<file path="src/rtl/decode_pkg.sv">
// rtl/decode_pkg.sv - shared ISA constants and types for the decode stage
package decode_pkg;

  localparam logic [3:0] OP_NOP   = 4'h0;
  localparam logic [3:0] OP_ADD   = 4'h1;
  localparam logic [3:0] OP_SUB   = 4'h2;
  localparam logic [3:0] OP_AND   = 4'h3;
  localparam logic [3:0] OP_OR    = 4'h4;
  localparam logic [3:0] OP_XOR   = 4'h5;
  localparam logic [3:0] OP_ADDI  = 4'h6;
  localparam logic [3:0] OP_LD    = 4'h7;
  localparam logic [3:0] OP_ST    = 4'h8;
  localparam logic [3:0] OP_CMP   = 4'h9;
  localparam logic [3:0] OP_JR    = 4'hA;
  localparam logic [3:0] OP_BL    = 4'hB;
  localparam logic [3:0] OP_ADDPC = 4'hC;
  localparam logic [3:0] OP_SHL   = 4'hD;

  localparam int LINK_REG_DEF = 11;

  typedef enum logic [2:0] {
    ALU_ADD, ALU_SUB, ALU_AND, ALU_OR, ALU_XOR, ALU_SHL, ALU_PASS_A, ALU_PASS_B
  } alu_mode_t;

  typedef struct packed {
    logic pc_we;
    logic mem_we;
    logic mem_rd;
    logic flags_we;
    logic wr_from_alu;
    logic reg_we;
  } ctrl_t;

  typedef enum logic {RUN, HAZ} state_t;

  typedef enum logic {OP1_RS1, OP1_PC} op1_sel_t;

  typedef enum logic [1:0] {OP2_RS2, OP2_IMM12, OP2_IMM20} op2_sel_t;

endpackage

</file>
<file path="src/rtl/isa_decoder.sv">
// rtl/isa_decoder.sv - combinational instruction decoder
// Layout: [23:20] opcode, [19:16] rd/rs3, [15:12] rs1, [11:8] rs2, imm12 [11:0], imm20 [19:0].
module isa_decoder
  import decode_pkg::*;
#(
  parameter int DATA_W   = 24,
  parameter int RA_W     = 4,
  parameter int LINK_REG = LINK_REG_DEF
) (
  input  logic [DATA_W-1:0] instr,
  output ctrl_t             ctrl,
  output logic [RA_W-1:0]   rs1,
  output logic [RA_W-1:0]   rs2,
  output logic [RA_W-1:0]   rs3,
  output logic [RA_W-1:0]   rd,
  output logic              use_rs1,
  output logic              use_rs2,
  output logic              use_rs3,
  output alu_mode_t         alu_mode,
  output op1_sel_t          op1_sel,
  output op2_sel_t          op2_sel,
  output logic [DATA_W-1:0] imm12,
  output logic [DATA_W-1:0] imm20
);

  logic [3:0] opc;

  assign opc   = instr[DATA_W-1 -: 4];
  assign rs3   = instr[DATA_W-5 -: RA_W];
  assign rs1   = instr[DATA_W-9 -: RA_W];
  assign rs2   = instr[DATA_W-13 -: RA_W];
  assign imm12 = {{(DATA_W-12){1'b0}}, instr[11:0]};
  assign imm20 = {{(DATA_W-20){1'b0}}, instr[19:0]};

  always_comb begin
    ctrl     = '0;
    use_rs1  = 1'b0;
    use_rs2  = 1'b0;
    use_rs3  = 1'b0;
    rd       = rs3;
    alu_mode = ALU_ADD;
    op1_sel  = OP1_RS1;
    op2_sel  = OP2_RS2;
    case (opc)
      OP_ADD, OP_SUB, OP_AND, OP_OR, OP_XOR, OP_SHL: begin
        use_rs1          = 1'b1;
        use_rs2          = 1'b1;
        ctrl.reg_we      = 1'b1;
        ctrl.wr_from_alu = 1'b1;
        ctrl.flags_we    = 1'b1;
        case (opc)
          OP_SUB:  alu_mode = ALU_SUB;
          OP_AND:  alu_mode = ALU_AND;
          OP_OR:   alu_mode = ALU_OR;
          OP_XOR:  alu_mode = ALU_XOR;
          OP_SHL:  alu_mode = ALU_SHL;
          default: alu_mode = ALU_ADD;
        endcase
      end
      OP_ADDI: begin
        use_rs1          = 1'b1;
        op2_sel          = OP2_IMM12;
        ctrl.reg_we      = 1'b1;
        ctrl.wr_from_alu = 1'b1;
        ctrl.flags_we    = 1'b1;
      end
      OP_LD: begin
        use_rs1     = 1'b1;
        op2_sel     = OP2_IMM12;
        ctrl.mem_rd = 1'b1;
        ctrl.reg_we = 1'b1;
      end
      OP_ST: begin
        use_rs1     = 1'b1;
        use_rs3     = 1'b1;
        op2_sel     = OP2_IMM12;
        ctrl.mem_we = 1'b1;
      end
      OP_CMP: begin
        use_rs1       = 1'b1;
        use_rs2       = 1'b1;
        alu_mode      = ALU_SUB;
        ctrl.flags_we = 1'b1;
      end
      OP_JR: begin
        use_rs1    = 1'b1;
        alu_mode   = ALU_PASS_A;
        ctrl.pc_we = 1'b1;
      end
      OP_BL: begin
        // Target comes from imm20; the link value is written back from pcm4.
        rd          = RA_W'(LINK_REG);
        op2_sel     = OP2_IMM20;
        alu_mode    = ALU_PASS_B;
        ctrl.pc_we  = 1'b1;
        ctrl.reg_we = 1'b1;
      end
      OP_ADDPC: begin
        op1_sel          = OP1_PC;
        op2_sel          = OP2_IMM12;
        ctrl.reg_we      = 1'b1;
        ctrl.wr_from_alu = 1'b1;
      end
      default: ;
    endcase
  end

endmodule

</file>
<file path="src/rtl/decode_stage_hz.sv">
// rtl/decode_stage_hz.sv - hazard-aware decode stage with bypassed register file
// Feeds the ID/EX register; handles stall, flush and load-use interlock.
module decode_stage_hz
  import decode_pkg::*;
#(
  parameter int DATA_W   = 24,
  parameter int RA_W     = 4,
  parameter int LINK_REG = LINK_REG_DEF,
  parameter int LOAD_LAT = 1
) (
  input  logic              clk,
  input  logic              reset,
  input  logic [DATA_W-1:0] instr_i,
  input  logic              instr_valid_i,
  input  logic [DATA_W-1:0] pcm4_i,
  input  logic              wb_we_i,
  input  logic [RA_W-1:0]   wb_addr_i,
  input  logic [DATA_W-1:0] wb_data_i,
  input  logic              flush_i,
  input  logic              stall_i,
  output logic              stall_o,
  output logic              ex_valid_o,
  output logic              pc_we_o,
  output logic              mem_we_o,
  output logic              mem_rd_o,
  output logic              flags_we_o,
  output logic              wr_from_alu_o,
  output logic              reg_we_o,
  output logic [DATA_W-1:0] op1_o,
  output logic [DATA_W-1:0] op2_o,
  output logic [DATA_W-1:0] store_data_o,
  output logic [DATA_W-1:0] pcm4_o,
  output logic [RA_W-1:0]   rd_o,
  output logic [2:0]        alu_mode_o
);

  ctrl_t             dec_ctrl;
  logic [RA_W-1:0]   rs1, rs2, rs3, dec_rd;
  logic              use_rs1, use_rs2, use_rs3;
  alu_mode_t         dec_alu;
  op1_sel_t          op1_sel;
  op2_sel_t          op2_sel;
  logic [DATA_W-1:0] imm12, imm20;

  isa_decoder #(
    .DATA_W   (DATA_W),
    .RA_W     (RA_W),
    .LINK_REG (LINK_REG)
  ) u_dec (
    .instr    (instr_i),
    .ctrl     (dec_ctrl),
    .rs1      (rs1),
    .rs2      (rs2),
    .rs3      (rs3),
    .rd       (dec_rd),
    .use_rs1  (use_rs1),
    .use_rs2  (use_rs2),
    .use_rs3  (use_rs3),
    .alu_mode (dec_alu),
    .op1_sel  (op1_sel),
    .op2_sel  (op2_sel),
    .imm12    (imm12),
    .imm20    (imm20)
  );

  logic [DATA_W-1:0] regs [2**RA_W];
  logic [DATA_W-1:0] rs1_data, rs2_data, rs3_data;

  always_ff @(posedge clk or negedge reset) begin
    if (!reset) begin
      for (int i = 0; i < 2**RA_W; i++) regs[i] <= '0;
    end else if (wb_we_i) begin
      regs[wb_addr_i] <= wb_data_i;
    end
  end

  assign rs1_data = (wb_we_i && wb_addr_i == rs1) ? wb_data_i : regs[rs1];
  assign rs2_data = (wb_we_i && wb_addr_i == rs2) ? wb_data_i : regs[rs2];
  assign rs3_data = (wb_we_i && wb_addr_i == rs3) ? wb_data_i : regs[rs3];

  logic [DATA_W-1:0] op1_n, op2_n;

  always_comb begin
    op1_n = (op1_sel == OP1_PC) ? pcm4_i : rs1_data;
    case (op2_sel)
      OP2_IMM12: op2_n = imm12;
      OP2_IMM20: op2_n = imm20;
      default:   op2_n = rs2_data;
    endcase
  end

  ctrl_t     ex_ctrl;
  alu_mode_t ex_alu;
  state_t    state, state_n;
  logic [2:0] cnt, cnt_n;
  logic      src_match, hazard, bubble;

  assign src_match = (use_rs1 && rs1 == rd_o) || (use_rs2 && rs2 == rd_o) ||
                     (use_rs3 && rs3 == rd_o);
  assign hazard    = ex_valid_o && ex_ctrl.mem_rd && src_match && instr_valid_i;
  assign bubble    = (state == RUN && hazard) || state == HAZ;
  assign stall_o   = stall_i || (!flush_i && bubble);

  // cnt holds the bubbles still owed after the current one; the detection
  // cycle itself is the first bubble.
  always_comb begin
    state_n = state;
    cnt_n   = cnt;
    if (stall_i) begin
      state_n = state;
    end else if (flush_i) begin
      state_n = RUN;
      cnt_n   = '0;
    end else begin
      case (state)
        RUN: begin
          if (hazard && LOAD_LAT > 1) begin
            state_n = HAZ;
            cnt_n   = 3'(LOAD_LAT - 1);
          end
        end
        HAZ: begin
          if (cnt <= 3'd1) begin
            state_n = RUN;
            cnt_n   = '0;
          end else begin
            cnt_n = cnt - 3'd1;
          end
        end
        default: begin
          state_n = RUN;
          cnt_n   = '0;
        end
      endcase
    end
  end

  always_ff @(posedge clk or negedge reset) begin
    if (!reset) begin
      state <= RUN;
      cnt   <= '0;
    end else begin
      state <= state_n;
      cnt   <= cnt_n;
    end
  end

  always_ff @(posedge clk or negedge reset) begin
    if (!reset) begin
      ex_valid_o   <= 1'b0;
      ex_ctrl      <= '0;
      ex_alu       <= ALU_ADD;
      op1_o        <= '0;
      op2_o        <= '0;
      store_data_o <= '0;
      pcm4_o       <= '0;
      rd_o         <= '0;
    end else if (stall_i) begin
      ex_valid_o <= ex_valid_o;
    end else if (flush_i || bubble) begin
      ex_valid_o <= 1'b0;
      ex_ctrl    <= '0;
    end else begin
      ex_valid_o   <= instr_valid_i;
      ex_ctrl      <= instr_valid_i ? dec_ctrl : '0;
      ex_alu       <= dec_alu;
      op1_o        <= op1_n;
      op2_o        <= op2_n;
      store_data_o <= rs3_data;
      pcm4_o       <= pcm4_i;
      rd_o         <= dec_rd;
    end
  end

  assign pc_we_o       = ex_ctrl.pc_we;
  assign mem_we_o      = ex_ctrl.mem_we;
  assign mem_rd_o      = ex_ctrl.mem_rd;
  assign flags_we_o    = ex_ctrl.flags_we;
  assign wr_from_alu_o = ex_ctrl.wr_from_alu;
  assign reg_we_o      = ex_ctrl.reg_we;
  assign alu_mode_o    = ex_alu;

endmodule

</file>
<file path="config.mk">
export PLATFORM = sky130hd
export DESIGN_NAME = decode_stage_hz
export DESIGN_NICKNAME = d
export VERILOG_FILES = /design/src/rtl/decode_pkg.sv /design/src/rtl/isa_decoder.sv /design/src/rtl/decode_stage_hz.sv
export SDC_FILE = /design/constraint.sdc
export NUM_CORES = 1
export LEC_CHECK = 0
export CAP_MARGIN = 10
export CORE_ASPECT_RATIO = 1.1
export CORE_UTILIZATION = 24
export CTS_BUF_LIST = sky130_fd_sc_hd__clkbuf_2 sky130_fd_sc_hd__clkbuf_4 sky130_fd_sc_hd__clkbuf_8
export CTS_CLUSTER_DIAMETER = 120
export DETAILED_ROUTE_END_ITERATION = 7
export SETUP_SLACK_MARGIN = 0.02
export SLEW_MARGIN = 20
export SYNTH_ARGS = -nofsm -noshare
export SYNTH_HDL_FRONTEND = slang
export SYNTH_SLANG_ARGS = --single-unit
</file>
<file path="constraint.sdc">
create_clock -name clk -period 2.8 [get_ports clk]
set_input_delay 0.56 -clock clk [delete_from_list [all_inputs] [get_ports clk]]
set_output_delay 0.56 -clock clk [all_outputs]
set_load 0.05 [all_outputs]
</file>
## Word-level counts from Yosys, hierarchy flattened

Index checks and enable logic that the tools add are counted.

- Eq/ne operators: 21
- Bitwise operators: 7
- Mux-type cells: 39
- Reduce and logical (&&, ||, !) cells: 29
- Add/sub/neg operators: 1
- Order comparisons: 6

Operator list:

| kind | number |
|---|---|
| $bwmux W384 | 1 |
| $bmux W24 S4 | 3 |
| $mux W24 | 11 |
| $demux W24 S4 | 1 |
| $pmux W24 S2 | 1 |
| $eq A4 B4 Y1 | 6 |
| $eq A4 B4 Y1 const B | 6 |
| $ge A5 B5 Y1 const B | 4 |
| $not A4 Y5 | 4 |
| $eq A4 B3 Y1 const B | 4 |
| $reduce_or A8 Y1 | 2 |
| $pmux W3 S5 | 1 |
| $mux W1 | 13 |
| $logic_and A1 B1 Y1 | 12 |
| $mux W6 | 2 |
| $pmux W3 S4 | 1 |
| $reduce_or A11 Y1 | 1 |
| $reduce_or A10 Y1 | 1 |
| $mux W3 | 3 |
| $eq A4 B2 Y1 const B | 2 |
| $reduce_or A7 Y1 | 1 |
| $reduce_or A6 Y1 | 1 |
| $logic_or A1 B1 Y1 | 5 |
| $lt A5 B1 Y1 const B | 1 |
| other kinds (13) | 16 |

- Input bits: 82
- Word-level logic and storage cells: 134
- Output and inout port bits: 111
- Register bits after elaboration: 498

## Logic depth before layout (Yosys ltp)

- Depth after elaboration: 13
- Gate-level depth with buffers: 11
- Mapped depth without buffers: 9

## Cells and area by module

From an unflattened synthesis, not the netlist that was laid out.

- Cells, all modules: 2277
- Area, all modules: 29475.8 sq um

Modules (own cells, without submodules):

| module | seq. area each (sq um) | times used | cells each | area an instance (sq um) |
|---|---|---|---|---|
| decode_stage_hz | 12462.0 | 1 | 2173 | 28736.3 |
| isa_decoder | 0.0 | 1 | 104 | 739.5 |

## Least setup slack after synthesis

OpenSTA, ideal clock, no wires.

- Kind: input to register
- Start point: input instr_i[21]
- End point: register op2_o[2]
- Data required time: 2.672 ns
- Stages: 11
- Data arrival time: 2.850 ns
- Setup slack: -0.177 ns
- Buffers on the path: 3
- Setup time: 0.128 ns
- Cell sequence: clkbuf_1 inv_1 nor3_1 nand2_1 ha_1 clkbuf_1 inv_1 nor2_1 buf_2 a221o_1 mux2_1

- Cells in the longest elaborated chain, start to end: 13
- Elaborated cells between the ends (all ways): 35
- Those cells by class: eq/ne (15); mux (5); bitwise (1); reduce/logical (14)

Ends and longest elaborated chain:

| element | RTL line | source |
|---|---|---|
| from (decl) | decode_stage_hz.sv:13 | `input logic [DATA_W-1:0] instr_i,` |
| $eq A4 B4 Y1 (tied with other cells) | isa_decoder.sv:44 | `case (opc)` |
| $reduce_or A11 Y1 (no line) or $reduce_or A7 Y1 (tied branches) | n/a |  |
| $mux W1 | isa_decoder.sv:44 |  |
| $logic_and A1 B1 Y1 | decode_stage_hz.sv:98 | `assign src_match = (use_rs1 && rs1 == rd_o) \|\| (use_rs2 && rs2 == rd_o) \|\|` |
| $logic_or A1 B1 Y1 (2 in a row) | decode_stage_hz.sv:98 |  |
| $logic_and A1 B1 Y1 (2 in a row) | decode_stage_hz.sv:100 | `assign hazard = ex_valid_o && ex_ctrl.mem_rd && src_match && instr_valid_i;` |
| $logic_and A1 B1 Y1 | decode_stage_hz.sv:101 | `assign bubble = (state == RUN && hazard) \|\| state == HAZ;` |
| $logic_or A1 B1 Y1 | decode_stage_hz.sv:101 |  |
| $logic_or A1 B1 Y1 | decode_stage_hz.sv:160 | `end else if (flush_i \|\| bubble) begin` |
| $not A1 Y1 (no line) | n/a |  |
| $reduce_and A2 Y1 (no line) | n/a |  |
| to (signal assigned) | decode_stage_hz.sv:168 | `op2_o <= op2_n;` |
| to (decl) | decode_stage_hz.sv:30 | `output logic [DATA_W-1:0] op2_o,` |

Several ways; a longest one is shown, not always the timed one.
A chain may end at the register's enable or synchronous reset.

## Final worst setup path

- Start point: input instr_i[21]
- End point: register pcm4_o[23]

- Cells in the longest elaborated chain, start to end: 13
- Elaborated cells between the ends (all ways): 28
- Those cells by class: eq/ne (11); mux (3); bitwise (1); reduce/logical (13)

Ends and longest elaborated chain:

| element | RTL line | source |
|---|---|---|
| $eq A4 B4 Y1 (tied with other cells) | isa_decoder.sv:44 |  |
| $reduce_or A11 Y1 (no line) or $reduce_or A7 Y1 (tied branches) | n/a |  |
| $mux W1 | isa_decoder.sv:44 |  |
| $logic_and A1 B1 Y1 | decode_stage_hz.sv:98 |  |
| $logic_or A1 B1 Y1 | decode_stage_hz.sv:98 |  |
| $logic_or A1 B1 Y1 (*) | decode_stage_hz.sv:98 |  |
| $logic_and A1 B1 Y1 (*) (2 in a row) | decode_stage_hz.sv:100 |  |
| $logic_and A1 B1 Y1 (*) | decode_stage_hz.sv:101 |  |
| $logic_or A1 B1 Y1 (*) | decode_stage_hz.sv:101 |  |
| $logic_or A1 B1 Y1 (*) | decode_stage_hz.sv:160 |  |
| $not A1 Y1 (no line) (*) | n/a |  |
| $reduce_and A2 Y1 (no line) (*) | n/a |  |
| to (signal assigned) | decode_stage_hz.sv:170 | `pcm4_o <= pcm4_i;` |
| to (decl) | decode_stage_hz.sv:32 | `output logic [DATA_W-1:0] pcm4_o,` |

Every way passes the cells marked *; elsewhere a longest branch is shown, timed or not.

==> impl_metrics.ini <==
[synth]
synth_area_per_cell_sq_um = 13.81
synth_edf_count = 0
netlist_area_sq_mm = 0.02951
yosysSeqAreaShare = 0.4223
ys_seq_elements = 498
yosysMostFrequentCell = dfrtp_1
synth.area.top_cells = dfrtp_1 (42%), mux4_2 (20%), mux2_2 (16%)
syn-num-nets = 2223
ys_warn_count = 0
synth_flop_cell = dfrtp_1
yosys.area.top_type = dfrtp_1
yosysTopAreaCellShare = 0.4223
synth_cell_types = 53
ys_top_cells_by_count = dfrtp_1 (498), mux2_2 (426), mux4_2 (267)
syn-instance-count = 2137
synthArstFlopShare = 1.000

[power]
intPower_mw = 18.02
p_seq_frac = 0.387
clkPwrFrac = 0.283
combPwrFrac = 0.329
max-vdd-ir-drop_uv = 310.7
power.leakage_nw = 15.59
p_switching_mw = 9.006
power_density_mw_per_mm2 = 708.7
p_sw_frac = 0.3333

[critical_path]
crit_path_start_kind = input pin
r2r_end = pcm4_o[23]$_DFFE_PN0P_
cp_top_family = buffers and inverters
path_buf_inv = 8
cp_common_cell = buf_6
cp_cell_sequence = clkdlybuf4s50_1 -> buf_4 -> nor3_2 -> a21oi_1 -> o211ai_1 -> a31oi_4 -> buf_4 -> buf_6 -> buf_6 -> buf_6 -> buf_6 -> or4_4 -> clkbuf_16 -> mux2_1
timing.rr.start = rd_o[0]$_DFFE_PN0P_
ff2ff_path_depth = 14
path_max_fanout = 6
cpPeakStageDelay_ns = 0.69
cp_num_cells = 14
r2r_slack_ns = -0.36
worstSetupStartpoint = instr_i[21]
cp_slowest_cell = or4_4
required_ns = 3.37
crit_arrival_ns = 3.74
criticalPathCategory = input pin to flop
endpoint_kind = flop

[layout]
finalNetCount = 2557
n_fill_cell = 12100
final_util = 0.3137
final_layout_size_suffix_gt1_frac = 0.4829
area_growth_pct = 29.22

[detailed_routing]
dr_total_vias = 21200
wl_um = 107500
detail-route-antenna-nets = 0
viasPerCell = 5.078
drc = 0
wl_per_cell_um = 25.75
drt_iter0_drc = 1679
firstDrtPassIters = 8

[outcome]
violations = setup timing
run_status = complete, but fails checks

[floorplan]
die_height_um = 369.8
start_util = 0.2427
core_area_sq_mm = 0.1216
io_pins = 193
rows = 134
die-area_sq_mm = 0.1244
die_w_um = 336.3

[clock_tree]
clkTransAtPathRegs_ns = 0.06
cts_buffers = 87
clk_latency_ns = 0.72
h-tree-depth = 3
clockRootBuffer = clkbuf_8
tritoncts = done
cts_num_sinks = 498
cts_max_path_buffers = 3

[placed_design]
dp_slack_ns = -1.096
post-dp-hpwl_um = 68040
place.gp.congestion = 0.8028
buffer_ports.inserted = 192

[sta]
fin_ws_ns = -0.3703
period_needed_ns = 3.170
hold_viol = 0
setup_viol = 111
fin_crit_sh = 1.132
finalMaxSlewViolations = 0
maxSlewHeadroom = 0.3184
grt_setup_unrepaired = true
skew_ns = 0.04753
worst_slew_pin_slew_ns = 1.020
max_freq_ghz = 0.3154

[grt]
grt_max_degree = 84
antenna_found_initial = 10
grt_pass1_vias = 21970
grt_pass1_wl_um = 156300
overflow = 0
track_usage = 0.1710

[min_path]
hp-class = input pin to asynchronous set/reset pin

[flow_run]
maxCapViolations = 0
## cells in the final DEF, fill, tap and decap left out, types with 4 or more instances in the layout
cell and instances:
dfrtp_1 498, mux2_2 416, mux4_2 267, buf_4 195
clkdlybuf4s50_1 177, mux2i_1 125, clkbuf_8 114, nand2_1 88
buf_12 70, mux2_4 45, nor2_1 40, a21oi_1 40
inv_1 34, a211oi_1 34, mux2_1 32, o211ai_1 25
a221oi_1 25, a31oi_1 24, nor2b_1 22, buf_6 22
clkbuf_4 20, a22oi_1 19, nor3_1 19, nand2b_1 17
clkinv_2 14, xor2_1 12, nand3_1 12, a221o_1 12
nor2_4 11, o21ai_0 9, o21ai_1 9, xnor2_1 8
buf_16 7, bufinv_16 5, nor4_4 4, o2111ai_1 4
ha_1 4, inv_6 4, buf_2 4
## how the worst max path moves through the flow
stage / end / slack (ns)
after CTS: stall_o / -0.53
after global placement: stall_o / -1.17
after detailed placement: stall_o / -1.10
final: pcm4_o[23]$_DFFE_PN0P_ / -0.37
after global routing: stall_o / -0.51
after floorplan: op2_o[11]$_DFFE_PN0P_ / 0.07
## logic make-up after synthesis
logic type	share of synthesized area
DFF	0.4223
xor gates and xnor gates	0.007124
adders and majority gates	0.001696
buffers and inverters	0.04130
and+or+nand+nor	0.03638
AOI/OAI and AO/OA	0.05241
muxes	0.4387
## state kept, by name (all words and copies together), names as in the netlist, 3 cells and up
name and flops:
store_data_o 24, op2_o 24, op1_o 24, pcm4_o 24, regs 384, rd_o 4
cnt 3, alu_mode_o 3
## per-stage QoR
step	power [mW]	std cells	area (sq um)	hold slack, ns	setup TNS [ns]
2_1_floorplan	16.03	2137	29520	0.2644	0
3_3_place_gp	18.98	3973	35120	0.4706	-105.40
3_5_place_dp	19.13	3973	35120	0.4738	-100.09
4_1_cts	27.19	4171	37970	0.3229	-38.84
5_1_grt	28.33	4174	38130	0.3608	-38.17
6_report	27.02	4174	38130	0.3730	-23.66
## area by class of cell
class | count | area, sq um | area share
sequential | 498 | 12460 | 0.3268
clock buffer | 134 | 1719 | 0.04509
tap | 1632 | 2042 | 0.05355
timing repair buffer | 483 | 5230 | 0.1372
inverter | 35 | 131.4 | 0.003445
antenna | 1 | 2.502 | 0.00006563
multi-input combinational | 1366 | 16270 | 0.4267
clock inverter | 25 | 274.0 | 0.007186
## repair_timing
item                                   in CTS  in global routing
resized for setup                          97                 15
setup endpoints to repair                 107                111
cloned                                      6                  4
endpoints found under the hold margin      30                  0
buffers inserted                           36                  1
hold buffers                                1                  0
pin swaps                                   9                  4
## routing by layer
layer | track usage | routed length (um) | vias up | part of all wire
li1 | - | - | 8907 | -
met1 | 0.2250 | 45010 | 11300 | 0.42
met2 | 0.2738 | 50690 | 801 | 0.47
met3 | 0.04298 | 8332 | 178 | 0.078
met4 | 0.05471 | 3354 | 14 | 0.031
met5 | 0 | 77 | - | 0.00072
## power by group through the flow
stage	registers, mW	logic (mW)	clock network [mW]
2_1_floorplan	11.4	4.63	0
4_1_cts	10.4	8.91	7.84
5_1_grt	10.7	9.42	8.18
3_3_place_gp	10.5	8.51	0
6_report	10.5	8.89	7.66
3_5_place_dp	10.5	8.59	0
## worst reg2reg max path, stage by stage, from the launching register on
cell	delay, ns
dfrtp_1	0.40
buf_6	0.13
buf_6	0.11
xor2_1	0.12
nor2_1	0.07
nand4_1	0.17
a31oi_4	0.16
buf_4	0.17
buf_6	0.10
buf_6	0.10
buf_6	0.10
buf_6	0.11
or4_4	0.69
clkbuf_16	0.27
mux2_1	0.32
Note: power is estimated with default switching activity, not from simulation.
